**src/rtl/alu_instr_sequencer_if.sv**
```systemverilog
// alu_instr_sequencer_if
//   Groups the instruction sequencer's handshake inputs and its datapath
//   control strobes into one bundle.
//   master : the sequencer. It samples start/IR/mem_ready and drives every strobe.
//   slave  : the datapath or bench side. It drives start/IR/mem_ready and
//            receives the strobes.
//   Signals:
//     start, IR[31:0], mem_ready           handshake into the sequencer
//     Rin[15:0], Rout[15:0]                one-hot register load/drive enables
//     PCout .. LOin                        single-bit datapath strobes
//     alu_op[13:0]                         one-hot ALU operation select
//     busy, done, illegal_op, mem_timeout  status
//     instr_count[31:0]                    only when INSTR_COUNT_EN is defined
interface alu_instr_sequencer_if;
    logic        start;
    logic [31:0] IR;
    logic        mem_ready;

    logic [15:0] Rin;
    logic [15:0] Rout;
    logic        PCout;
    logic        MARin;
    logic        IncPC;
    logic        Zin;
    logic        PCin;
    logic        Read;
    logic        MDRin;
    logic        MDRout;
    logic        IRin;
    logic        Yin;
    logic        Zlowout;
    logic        Zhighout;
    logic        HIin;
    logic        LOin;
    logic [13:0] alu_op;

    logic        busy;
    logic        done;
    logic        illegal_op;
    logic        mem_timeout;
`ifdef INSTR_COUNT_EN
    logic [31:0] instr_count;
`endif

    modport master (
        input  start, IR, mem_ready,
        output Rin, Rout, PCout, MARin, IncPC, Zin, PCin, Read, MDRin, MDRout,
               IRin, Yin, Zlowout, Zhighout, HIin, LOin, alu_op,
               busy, done, illegal_op, mem_timeout
`ifdef INSTR_COUNT_EN
        , output instr_count
`endif
    );

    modport slave (
        output start, IR, mem_ready,
        input  Rin, Rout, PCout, MARin, IncPC, Zin, PCin, Read, MDRin, MDRout,
               IRin, Yin, Zlowout, Zhighout, HIin, LOin, alu_op,
               busy, done, illegal_op, mem_timeout
`ifdef INSTR_COUNT_EN
        , input instr_count
`endif
    );
endinterface

```
**src/rtl/alu_instr_sequencer.sv**
```systemverilog
// alu_instr_sequencer
//   Hardwired control FSM. It steps the datapath through fetch (T0-T2) and
//   execute (T3-T6) for register-register ALU instructions.
//   Ports:
//     clock  rising-edge system clock
//     clear  synchronous active-high reset. It forces IDLE from any state.
//     bus    alu_instr_sequencer_if.master (handshake in, strobes/status out)
//   Parameter:
//     MEM_WAIT_MAX  number of T1 cycles with mem_ready low before the fetch
//                   aborts with a mem_timeout pulse (1..255)
//   Optional feature:
//     INSTR_COUNT_EN  when defined, bus.instr_count counts completed
//                     instructions. The counter is cleared by clear and
//                     wraps at 2^32.
module alu_instr_sequencer #(
    parameter int unsigned MEM_WAIT_MAX = 15
) (
    input  logic                  clock,
    input  logic                  clear,
    alu_instr_sequencer_if.master bus
);

    typedef enum logic [3:0] {
        IDLE, T0, T1, T2, T3, T4, T5, T6, DONE
    } state_t;

    typedef enum logic [1:0] {
        CLS_BINARY, CLS_LONG, CLS_UNARY, CLS_ILLEGAL
    } op_class_t;

    localparam logic [7:0] WAIT_LAST = 8'(MEM_WAIT_MAX - 1);

    state_t    state, next_state;
    logic [7:0] wait_cnt;
    logic      illegal_q, timeout_q;
    logic      illegal_set, timeout_set;

    logic [4:0]  opcode;
    logic [3:0]  ra, rb, rc;
    logic [15:0] ra_sel, rb_sel, rc_sel;
    op_class_t   op_class;
    logic [13:0] alu_sel;

    logic [15:0] rin_c, rout_c;
    logic [13:0] alu_op_c;
    logic pc_out_c, mar_in_c, inc_pc_c, z_in_c, pc_in_c, read_c, mdr_in_c;
    logic mdr_out_c, ir_in_c, y_in_c, zlow_out_c, zhigh_out_c, hi_in_c, lo_in_c;

    // The low IR bits (immediate/unused field) are not used by these instructions.
    logic unused_ir_bits;
    assign unused_ir_bits = ^bus.IR[14:0];

    assign opcode = bus.IR[31:27];
    assign ra     = bus.IR[26:23];
    assign rb     = bus.IR[22:19];
    assign rc     = bus.IR[18:15];
    assign ra_sel = 16'd1 << ra;
    assign rb_sel = 16'd1 << rb;
    assign rc_sel = 16'd1 << rc;

    // Opcode classification and ALU select. The binary ops keep their opcode
    // as the alu_op bit. MUL/DIV sit above NEG/NOT in alu_op, which is the
    // reverse of their opcode order.
    always_comb begin
        op_class = CLS_ILLEGAL;
        alu_sel  = '0;
        case (opcode)
            5'd0, 5'd1, 5'd2, 5'd3, 5'd4, 5'd5, 5'd6, 5'd7, 5'd8: begin
                op_class = CLS_BINARY;
                alu_sel  = 14'd1 << opcode;
            end
            5'd9: begin
                op_class = CLS_LONG;
                alu_sel  = 14'd1 << 11;
            end
            5'd10: begin
                op_class = CLS_LONG;
                alu_sel  = 14'd1 << 12;
            end
            5'd11: begin
                op_class = CLS_UNARY;
                alu_sel  = 14'd1 << 9;
            end
            5'd12: begin
                op_class = CLS_UNARY;
                alu_sel  = 14'd1 << 10;
            end
            default: begin
                op_class = CLS_ILLEGAL;
                alu_sel  = '0;
            end
        endcase
    end

    // State register, T1 wait counter and the two status pulse flags.
    // The wait counter counts consecutive T1 cycles with mem_ready low. It
    // reads zero only in the first T1 cycle, and that is what gates PCin.
    always_ff @(posedge clock) begin
        if (clear) begin
            state     <= IDLE;
            wait_cnt  <= '0;
            illegal_q <= 1'b0;
            timeout_q <= 1'b0;
        end else begin
            state     <= next_state;
            wait_cnt  <= (state == T1 && !bus.mem_ready) ? wait_cnt + 8'd1 : 8'd0;
            illegal_q <= illegal_set;
            timeout_q <= timeout_set;
        end
    end

    // Next-state and Moore strobe decode. If IR changes under an execute
    // state so that the class no longer matches, the FSM falls back to IDLE.
    always_comb begin
        next_state  = state;
        illegal_set = 1'b0;
        timeout_set = 1'b0;
        rin_c       = '0;
        rout_c      = '0;
        alu_op_c    = '0;
        pc_out_c    = 1'b0;
        mar_in_c    = 1'b0;
        inc_pc_c    = 1'b0;
        z_in_c      = 1'b0;
        pc_in_c     = 1'b0;
        read_c      = 1'b0;
        mdr_in_c    = 1'b0;
        mdr_out_c   = 1'b0;
        ir_in_c     = 1'b0;
        y_in_c      = 1'b0;
        zlow_out_c  = 1'b0;
        zhigh_out_c = 1'b0;
        hi_in_c     = 1'b0;
        lo_in_c     = 1'b0;

        case (state)
            IDLE: begin
                if (bus.start) next_state = T0;
            end
            T0: begin
                pc_out_c   = 1'b1;
                mar_in_c   = 1'b1;
                inc_pc_c   = 1'b1;
                z_in_c     = 1'b1;
                next_state = T1;
            end
            T1: begin
                zlow_out_c = 1'b1;
                read_c     = 1'b1;
                mdr_in_c   = 1'b1;
                pc_in_c    = (wait_cnt == 8'd0);
                if (bus.mem_ready) begin
                    next_state = T2;
                end else if (wait_cnt == WAIT_LAST) begin
                    next_state  = IDLE;
                    timeout_set = 1'b1;
                end
            end
            T2: begin
                mdr_out_c  = 1'b1;
                ir_in_c    = 1'b1;
                next_state = T3;
            end
            T3: begin
                case (op_class)
                    CLS_BINARY, CLS_LONG: begin
                        rout_c     = rb_sel;
                        y_in_c     = 1'b1;
                        next_state = T4;
                    end
                    CLS_UNARY: begin
                        rout_c     = rb_sel;
                        alu_op_c   = alu_sel;
                        z_in_c     = 1'b1;
                        next_state = T4;
                    end
                    default: begin
                        next_state  = IDLE;
                        illegal_set = 1'b1;
                    end
                endcase
            end
            T4: begin
                case (op_class)
                    CLS_BINARY: begin
                        rout_c     = rc_sel;
                        alu_op_c   = alu_sel;
                        z_in_c     = 1'b1;
                        next_state = T5;
                    end
                    CLS_LONG: begin
                        rout_c     = ra_sel;
                        alu_op_c   = alu_sel;
                        z_in_c     = 1'b1;
                        next_state = T5;
                    end
                    CLS_UNARY: begin
                        zlow_out_c = 1'b1;
                        rin_c      = ra_sel;
                        next_state = DONE;
                    end
                    default: next_state = IDLE;
                endcase
            end
            T5: begin
                case (op_class)
                    CLS_BINARY: begin
                        zlow_out_c = 1'b1;
                        rin_c      = ra_sel;
                        next_state = DONE;
                    end
                    CLS_LONG: begin
                        zlow_out_c = 1'b1;
                        lo_in_c    = 1'b1;
                        next_state = T6;
                    end
                    default: next_state = IDLE;
                endcase
            end
            T6: begin
                zhigh_out_c = 1'b1;
                hi_in_c     = 1'b1;
                next_state  = DONE;
            end
            DONE: begin
                next_state = bus.start ? T0 : IDLE;
            end
            default: next_state = IDLE;
        endcase
    end

    assign bus.Rin         = rin_c;
    assign bus.Rout        = rout_c;
    assign bus.alu_op      = alu_op_c;
    assign bus.PCout       = pc_out_c;
    assign bus.MARin       = mar_in_c;
    assign bus.IncPC       = inc_pc_c;
    assign bus.Zin         = z_in_c;
    assign bus.PCin        = pc_in_c;
    assign bus.Read        = read_c;
    assign bus.MDRin       = mdr_in_c;
    assign bus.MDRout      = mdr_out_c;
    assign bus.IRin        = ir_in_c;
    assign bus.Yin         = y_in_c;
    assign bus.Zlowout     = zlow_out_c;
    assign bus.Zhighout    = zhigh_out_c;
    assign bus.HIin        = hi_in_c;
    assign bus.LOin        = lo_in_c;
    assign bus.busy        = (state != IDLE);
    assign bus.done        = (state == DONE);
    assign bus.illegal_op  = illegal_q;
    assign bus.mem_timeout = timeout_q;

`ifdef INSTR_COUNT_EN
    logic [31:0] instr_count_q;

    // Counts entries into DONE. Aborted fetches and illegal opcodes never
    // reach DONE, so they are not counted.
    always_ff @(posedge clock) begin
        if (clear) begin
            instr_count_q <= '0;
        end else if (next_state == DONE && state != DONE) begin
            instr_count_q <= instr_count_q + 32'd1;
        end
    end

    assign bus.instr_count = instr_count_q;
`endif

endmodule

```
**src/flat_wrapper.sv**
```systemverilog
// flat-port wrapper written by rule: the top's interface ports become plain ports
module alu_instr_sequencer_flat 
#(
    parameter int unsigned MEM_WAIT_MAX = 15
)
  (clock, clear, bus_start, bus_IR, bus_mem_ready, bus_Rin, bus_Rout, bus_PCout, bus_MARin, bus_IncPC, bus_Zin, bus_PCin, bus_Read, bus_MDRin, bus_MDRout, bus_IRin, bus_Yin, bus_Zlowout, bus_Zhighout, bus_HIin, bus_LOin, bus_alu_op, bus_busy, bus_done, bus_illegal_op, bus_mem_timeout);
  alu_instr_sequencer_if bus_i ();
  input  logic clock;
  input  logic clear;
  input wire logic [$bits(bus_i.start)-1:0] bus_start;
  input wire logic [$bits(bus_i.IR)-1:0] bus_IR;
  input wire logic [$bits(bus_i.mem_ready)-1:0] bus_mem_ready;
  output wire logic [$bits(bus_i.Rin)-1:0] bus_Rin;
  output wire logic [$bits(bus_i.Rout)-1:0] bus_Rout;
  output wire logic [$bits(bus_i.PCout)-1:0] bus_PCout;
  output wire logic [$bits(bus_i.MARin)-1:0] bus_MARin;
  output wire logic [$bits(bus_i.IncPC)-1:0] bus_IncPC;
  output wire logic [$bits(bus_i.Zin)-1:0] bus_Zin;
  output wire logic [$bits(bus_i.PCin)-1:0] bus_PCin;
  output wire logic [$bits(bus_i.Read)-1:0] bus_Read;
  output wire logic [$bits(bus_i.MDRin)-1:0] bus_MDRin;
  output wire logic [$bits(bus_i.MDRout)-1:0] bus_MDRout;
  output wire logic [$bits(bus_i.IRin)-1:0] bus_IRin;
  output wire logic [$bits(bus_i.Yin)-1:0] bus_Yin;
  output wire logic [$bits(bus_i.Zlowout)-1:0] bus_Zlowout;
  output wire logic [$bits(bus_i.Zhighout)-1:0] bus_Zhighout;
  output wire logic [$bits(bus_i.HIin)-1:0] bus_HIin;
  output wire logic [$bits(bus_i.LOin)-1:0] bus_LOin;
  output wire logic [$bits(bus_i.alu_op)-1:0] bus_alu_op;
  output wire logic [$bits(bus_i.busy)-1:0] bus_busy;
  output wire logic [$bits(bus_i.done)-1:0] bus_done;
  output wire logic [$bits(bus_i.illegal_op)-1:0] bus_illegal_op;
  output wire logic [$bits(bus_i.mem_timeout)-1:0] bus_mem_timeout;
  assign bus_i.start = bus_start;
  assign bus_i.IR = bus_IR;
  assign bus_i.mem_ready = bus_mem_ready;
  assign bus_Rin = bus_i.Rin;
  assign bus_Rout = bus_i.Rout;
  assign bus_PCout = bus_i.PCout;
  assign bus_MARin = bus_i.MARin;
  assign bus_IncPC = bus_i.IncPC;
  assign bus_Zin = bus_i.Zin;
  assign bus_PCin = bus_i.PCin;
  assign bus_Read = bus_i.Read;
  assign bus_MDRin = bus_i.MDRin;
  assign bus_MDRout = bus_i.MDRout;
  assign bus_IRin = bus_i.IRin;
  assign bus_Yin = bus_i.Yin;
  assign bus_Zlowout = bus_i.Zlowout;
  assign bus_Zhighout = bus_i.Zhighout;
  assign bus_HIin = bus_i.HIin;
  assign bus_LOin = bus_i.LOin;
  assign bus_alu_op = bus_i.alu_op;
  assign bus_busy = bus_i.busy;
  assign bus_done = bus_i.done;
  assign bus_illegal_op = bus_i.illegal_op;
  assign bus_mem_timeout = bus_i.mem_timeout;
  alu_instr_sequencer #(.MEM_WAIT_MAX(MEM_WAIT_MAX)) u_core (.clock(clock), .clear(clear), .bus(bus_i));
endmodule
```
**config.mk**
```make
export PLATFORM = sky130hd
export DESIGN_NAME = alu_instr_sequencer_flat
export DESIGN_NICKNAME = d
export VERILOG_FILES = /design/src/rtl/alu_instr_sequencer_if.sv /design/src/rtl/alu_instr_sequencer.sv /design/src/flat_wrapper.sv
export SDC_FILE = /design/constraint.sdc
export NUM_CORES = 1
export LEC_CHECK = 0
export ABC_AREA = 1
export CORE_UTILIZATION = 40
export DETAILED_ROUTE_END_ITERATION = 8
export PLACE_DENSITY = 0.84
export SLEW_MARGIN = 15
export SYNTH_ARGS = -nofsm -noshare
export SYNTH_HDL_FRONTEND = slang
export SYNTH_SLANG_ARGS = --single-unit
```
**constraint.sdc**
```tcl
create_clock -name clock -period 6.15 [get_ports clock]
set_input_delay 1.845 -clock clock [delete_from_list [all_inputs] [get_ports clock]]
set_output_delay 1.845 -clock clock [all_outputs]
set_load 0.02 [all_outputs]
```
==> impl_metrics.env, run 1 <==
export IMPL_globalRouteTotalUtil=0.2295
export IMPL_max_stage_delay_ns=0.61
export IMPL_rr_worst_depth=5
export IMPL_yosys_register_bits=14
export IMPL_initial_core_util=0.4266
export IMPL_synth_enable_flop_cells=0
export IMPL_maxUsedRoutingLayer="met4"
export IMPL_dr_pass1_iters=5
export IMPL_timing_rr_start="u_core.state[2]$_SDFFE_PP0P_"
export IMPL_ys_flop_type="dfxtp_1"
export IMPL_rsz0062_at_grt="yes"
export IMPL_cts_tree="done"
export IMPL_critPathSlowestCell="clkdlybuf4s50_1"
export IMPL_p_leak_nw=1.102
export IMPL_dpl_instance_area_mm2=0.002572
export IMPL_design_area_mm2=0.002621
export IMPL_clk_pin_slew_ns=0.05
export IMPL_die_y_um=68.25
export IMPL_dp_hpwl_um=4359
export IMPL_period_share=0.9689
export IMPL_cts_sinks=14
export IMPL_cts_root_buf="clkbuf_8"
export IMPL_cpMostUsedCell="nand2_1"
export IMPL_finalSetupViolations=0
export IMPL_crit_required_ns=4.30
export IMPL_ys_types=31
export IMPL_io_pins=100
export IMPL_maxCapViolations=0
export IMPL_cp_max_fo=8
export IMPL_hold_viol_final=0
export IMPL_vias=2360
export IMPL_diodes=0
export IMPL_crit_type="in2out"
export IMPL_dieWidth_um=68.25
export IMPL_insertion_delay_ns=0.25
export IMPL_irDropWorstVdd_uv=167.3
export IMPL_fillCellCount=395
export IMPL_fin_skew_ns=0.007127
export IMPL_cts_hold_buf=0
export IMPL_synth_avg_cell_area_um2=5.486
export IMPL_crit_chain="clkdlybuf4s50_1 > nor2_2 > nand2_1 > o21ai_1 > nand2_1 > o22ai_1 > nand2_1 > nand2_1 > clkdlybuf4s50_1"
export IMPL_synth_top_area_cell="nand2_1"
export IMPL_yosysMostFrequentCell="nand2_1"
export IMPL_routedWlPerCell_um=11.98
export IMPL_synth_area_leaders="nand2_1 (18%), dfxtp_1 (16%), nor2_1 (9.4%)"
export IMPL_syn_nets=359
export IMPL_final_core_util=0.6370
export IMPL_drt_wl_total_um=5333
export IMPL_antenna_found_initial=0
export IMPL_fin_nets=436
export IMPL_route_met2_wl_um=2532
export IMPL_min_period_ns=5.959
export IMPL_end_kind="primary output"
export IMPL_synth_seq_area_share=0.1597
export IMPL_status="completed"
export IMPL_fmaxAchievable_mhz=167.8
export IMPL_gr_total_overflow=0
export IMPL_antenna_left=0
export IMPL_post_cts_resized=0
export IMPL_cts_htree_levels=1
export IMPL_finalMaxSlewViolations=0
export IMPL_drc_errors=0
export IMPL_hold_class="reg2reg"
export IMPL_syn_cell_area_mm2=0.001755
export IMPL_startpoint_type="input pin"
export IMPL_core_mm2=0.004115
export IMPL_port_buffers=83
export IMPL_area_growth_pct=49.32
export IMPL_grt_pass1_wl_um=8204
export IMPL_async_flop_share=0
export IMPL_vias_per_cell=5.303
export IMPL_wl_met3_um=400
export IMPL_crit_arrival_ns=4.11
export IMPL_synth_common_cells="nand2_1 (86), nor2_1 (44), inv_1 (39)"
export IMPL_numCtsBuffers=3
export IMPL_final_layout_size_suffix_gt1_frac=0.09114
export IMPL_reg2reg_to="u_core.wait_cnt[4]$_SDFF_PP0_"
export IMPL_synth_cells=320
export IMPL_path_buf_inv=2
export IMPL_critical_path_cell_count=9
export IMPL_powerDensity_mw_per_mm2=135.3
export IMPL_crit_start="bus_IR[28]"
export IMPL_clockBufferDepth=2
export IMPL_path_delay_family="buffers and inverters"
export IMPL_synth_top_area_frac=0.1839
export IMPL_yosysWarnings=0
export IMPL_grt_pass1_vias=1908
export IMPL_dieArea_mm2=0.004657
export IMPL_crit_end="bus_Rout[11]"
export IMPL_holdWs_ns=0.5038
export IMPL_reg2reg_slack_ns=4.72
export IMPL_routabilityCongestion=0.9085
export IMPL_rows=23
export IMPL_wl_met1_um=2288
export IMPL_grt_start_max_net_pins=19
export IMPL_drt_iter0_markers=233
==> metrics by stage <==
step / total power [mW] / setup TNS (ns) / setup slack, ns / std cells
after floorplan: 0.2149 / 0 / 1.422 / 320
after global placement: 0.2759 / 0 / 0.2109 / 441
after detailed placement: 0.2790 / 0 / 0.1469 / 441
after CTS: 0.3559 / 0 / 0.1318 / 444
after global routing: 0.3768 / -0.008391 / -0.008391 / 445
final: 0.3548 / 0 / 0.1914 / 445
==> layout by cell type, fill, tap and decap left out <==
cell type	n
o21ai_1	1
nand2_2	4
nor2_4	3
ha_1	3
nand4_1	21
buf_4	1
xor2_1	1
clkbuf_8	3
o21a_1	1
nor3_4	1
inv_1	39
nor2_1	44
nand3_2	1
a21oi_1	2
nor3_1	16
nand2_4	1
inv_2	8
o21ai_0	2
o22ai_1	16
nor4_1	1
nand2_1	86
nor3b_1	3
dfxtp_1	14
clkdlybuf4s50_1	83
clkinv_1	1
nand3_1	22
and3_1	1
conb_1	1
o31ai_1	1
nor2_2	14
==> how the worst min path moves through the flow <==
| stage | from | end | slack (ns) | cells past startpoint |
|---|---|---|---|---|
| 5_1_grt | u_core.wait_cnt[0]$_SDFF_PP0_ | u_core.wait_cnt[0]$_SDFF_PP0_ | 0.54 | 1 |
| 4_1_cts | u_core.wait_cnt[3]$_SDFF_PP0_ | u_core.wait_cnt[3]$_SDFF_PP0_ | 0.51 | 2 |
| 2_1_floorplan | u_core.wait_cnt[0]$_SDFF_PP0_ | u_core.wait_cnt[0]$_SDFF_PP0_ | 0.45 | 1 |
| 3_5_place_dp | u_core.wait_cnt[3]$_SDFF_PP0_ | u_core.wait_cnt[3]$_SDFF_PP0_ | 0.50 | 2 |
| 6_report | u_core.wait_cnt[0]$_SDFF_PP0_ | u_core.wait_cnt[0]$_SDFF_PP0_ | 0.50 | 1 |
| 3_3_place_gp | u_core.wait_cnt[0]$_SDFF_PP0_ | u_core.wait_cnt[0]$_SDFF_PP0_ | 0.48 | 1 |
==> cell families after synthesis <==
kind of cell,count (synthesis),synth area share
simple gates,218,0.5859
buf+inv,60,0.1461
compound gates,23,0.07983
flops,14,0.1597
fa+ha+maj,3,0.02139
xor+xnor,1,0.004990
other cells,1,0.002136
==> power by group <==
group	internal (mW)	switching, mW
Sequential	0.0961	0.00686
Combinational	0.0721	0.104
Clock	0.0434	0.0324
Total	0.212	0.143
==> per-layer routing <==
| layer | vias to the layer above | global-route usage |
|---|---|---|
| met5 | - | 0 |
| met4 | 0 | 0.07292 |
| met3 | 11 | 0.02333 |
| met2 | 124 | 0.4032 |
| met1 | 1031 | 0.2894 |
| li1 | 1194 | - |
==> sequential cells by signal (all words and copies together) (netlist names) <==
register                count
u_core.wait_cnt             8
u_core.state                4
u_core.bus.illegal_op       1
u_core.bus.mem_timeout      1
==> layout make-up <==
class	count	area (um2)	share of cell area
inverter	48	180.2	0.06874
timing repair buffer	84	838.3	0.3198
sequential	14	280.3	0.1069
multi-input combinational	246	1219	0.4649
tap	50	62.56	0.02387
clock buffer	3	41.29	0.01575
==> what timing repair did <==
action,4_1_cts,5_1_grt
setup endpoints to repair,0,13
buffers inserted,0,1
endpoints found under the hold margin,0,0
(Power assumes the default switching activity.)
==> inputs of run 2 (changes only) <==
Settings changed: CAP_MARGIN set to 15, CORE_UTILIZATION 40 to 42, PLACE_DENSITY 0.84 to 0.95.
==> impl_metrics.env, run 2 (synthesized netlist as in run 1, its figures left out) <==
export IMPL_status="completed"
export IMPL_clockBufferDepth=2
export IMPL_drt_wl_total_um=5678
export IMPL_initial_core_util=0.4388
export IMPL_fmaxAchievable_mhz=167.2
export IMPL_reg2reg_to="u_core.wait_cnt[5]$_SDFF_PP0_"
export IMPL_vias=2369
export IMPL_dieArea_mm2=0.004442
export IMPL_post_cts_resized=0
export IMPL_max_stage_delay_ns=0.61
export IMPL_powerDensity_mw_per_mm2=136.0
export IMPL_dr_pass1_iters=5
export IMPL_rsz0062_at_grt="no"
export IMPL_fillCellCount=371
export IMPL_finalSetupViolations=0
export IMPL_crit_arrival_ns=4.14
export IMPL_crit_chain="clkdlybuf4s50_1 > nor2_2 > nand2_1 > nor2_1 > nor2_2 > nand3_2 > nand2_2 > nor2_4 > nand2_1 > nand2_1 > clkdlybuf4s50_1"
export IMPL_timing_rr_start="u_core.state[2]$_SDFFE_PP0P_"
export IMPL_final_layout_size_suffix_gt1_frac=0.09114
export IMPL_critical_path_cell_count=11
export IMPL_io_pins=100
export IMPL_drc_errors=0
export IMPL_cts_hold_buf=0
export IMPL_critPathSlowestCell="clkdlybuf4s50_1"
export IMPL_rows=23
export IMPL_p_int_mw=0.2116
export IMPL_seq_power_share=0.289
export IMPL_cts_tree="done"
export IMPL_hold_viol_final=0
export IMPL_grt_start_max_net_pins=19
export IMPL_grt_pass1_vias=2011
export IMPL_cts_root_buf="clkbuf_8"
export IMPL_crit_end="bus_Rout[11]"
export IMPL_globalRouteTotalUtil=0.2633
export IMPL_path_buf_inv=2
export IMPL_port_buffers=83
export IMPL_cpMostUsedCell="nand2_1"
export IMPL_cts_htree_levels=1
export IMPL_final_common_cell="nand2_1"
export IMPL_power_switching_mw=0.1450
export IMPL_regMostFlops="u_core.wait_cnt"
export IMPL_startpoint_type="input pin"
export IMPL_numCtsBuffers=3
export IMPL_path_delay_family="simple AND/OR/NAND/NOR gates"
export IMPL_dieWidth_um=66.65
export IMPL_comb_power_share=0.497
export IMPL_p_leak_nw=1.102
export IMPL_rr_worst_depth=5
export IMPL_final_setup_tns_ns=0
export IMPL_reg_top3="u_core.wait_cnt x8, u_core.state x4"
export IMPL_reg2reg_slack_ns=4.70
export IMPL_finalMaxSlewViolations=0
export IMPL_clk_pin_slew_ns=0.05
export IMPL_largest_register_ffs=8
export IMPL_insertion_delay_ns=0.25
export IMPL_core_mm2=0.004000
export IMPL_diodes=0
export IMPL_antenna_found_initial=0
export IMPL_cts_sinks=14
export IMPL_crit_start="bus_IR[28]"
export IMPL_min_period_ns=5.980
export IMPL_power_frac_clock=0.214
export IMPL_irDropWorstVdd_uv=153.7
export IMPL_vias_per_cell=5.324
export IMPL_dp_hpwl_um=4574
export IMPL_fin_nets=436
export IMPL_routedWlPerCell_um=12.76
export IMPL_die_y_um=66.65
export IMPL_p_sw_frac=0.4066
export IMPL_layout_common_cells="nand2_1 (86), clkdlybuf4s50_1 (83), nor2_1 (44), inv_1 (39), nand3_1 (22)"
export IMPL_design_area_mm2=0.002621
export IMPL_gr_total_overflow=0
export IMPL_end_kind="primary output"
export IMPL_area_growth_pct=49.32
export IMPL_crit_required_ns=4.30
export IMPL_cp_max_fo=8
export IMPL_fin_skew_ns=0.004230
export IMPL_grt_pass1_wl_um=9177
export IMPL_antenna_left=0
export IMPL_drt_iter0_markers=306
export IMPL_crit_type="in2out"
export IMPL_maxCapViolations=0
export IMPL_routabilityCongestion=0.9110
export IMPL_period_share=0.9724
export IMPL_hold_class="reg2reg"
export IMPL_dpl_instance_area_mm2=0.002572
-- run 2: cell counts in the layout (fill, tap and decap cells not counted) --
Identical to the previous run, type by type.
-- run 2: routing by layer --
metal | GRT usage | vias up | wire [um]
met1 | 0.3534 | 1045 | 2479
met3 | 0.01712 | 17 | 370
met2 | 0.4280 | 120 | 2667
met4 | 0.1144 | 0 | 160
met5 | 0 | - | 0
li1 | - | 1187 | -
-- run 2: worst min path at each step --
stage	from	endpoint	cells after the start
3_5_place_dp	u_core.wait_cnt[0]$_SDFF_PP0_	u_core.wait_cnt[0]$_SDFF_PP0_	1
5_1_grt	u_core.wait_cnt[0]$_SDFF_PP0_	u_core.wait_cnt[0]$_SDFF_PP0_	1
3_3_place_gp	u_core.wait_cnt[0]$_SDFF_PP0_	u_core.wait_cnt[0]$_SDFF_PP0_	1
2_1_floorplan	u_core.wait_cnt[0]$_SDFF_PP0_	u_core.wait_cnt[0]$_SDFF_PP0_	1
6_report	u_core.wait_cnt[0]$_SDFF_PP0_	u_core.wait_cnt[0]$_SDFF_PP0_	1
4_1_cts	u_core.wait_cnt[0]$_SDFF_PP0_	u_core.wait_cnt[0]$_SDFF_PP0_	1
-- run 2: what timing repair did --
item,in CTS,in global routing
endpoints found under the setup margin,0,7
hold endpoints to repair,0,0
setup buffers,0,1
-- run 2: cell type report --
cell class	count	area [um2]	share of cell area
clock buffers	3	41.29	0.01575
inverters	48	180.2	0.06874
multi-input cells	246	1219	0.4649
flip-flops and latches	14	280.3	0.1069
well taps	50	62.56	0.02387
repair buffers	84	838.3	0.3198
-- run 2: per-stage QoR --
| step | power [mW] | instances | setup slack [ns] | util | hold WS (ns) |
|---|---|---|---|---|---|
| 2_1_floorplan | 0.2149 | 320 | 1.422 | - | 0.4518 |
| 3_3_place_gp | 0.2748 | 441 | 0.2279 | 0.6431 | 0.4747 |
| 3_5_place_dp | 0.2794 | 441 | 0.1795 | 0.6431 | 0.4874 |
| 4_1_cts | 0.3567 | 444 | 0.1748 | 0.6534 | 0.5000 |
| 5_1_grt | 0.3788 | 445 | 0.02054 | 0.6553 | 0.5111 |
| 6_report | 0.3565 | 445 | 0.1699 | 0.6553 | 0.4961 |
-- run 2: power groups by stage --
| stage | clock [mW] | sequential, mW | combinational (mW) |
|---|---|---|---|
| after floorplan | 0 | 0.104 | 0.111 |
| after global placement | 0 | 0.105 | 0.170 |
| after detailed placement | 0 | 0.105 | 0.175 |
| after CTS | 0.0778 | 0.103 | 0.176 |
| after global routing | 0.0815 | 0.104 | 0.194 |
| final | 0.0764 | 0.103 | 0.177 |
-- run 2: worst reg2reg max path, delay by kind of cell (launching register included) --
family           cells  cell delay, ns
flip-flops           1            0.34
AND/OR/NAND/NOR      5            1.03
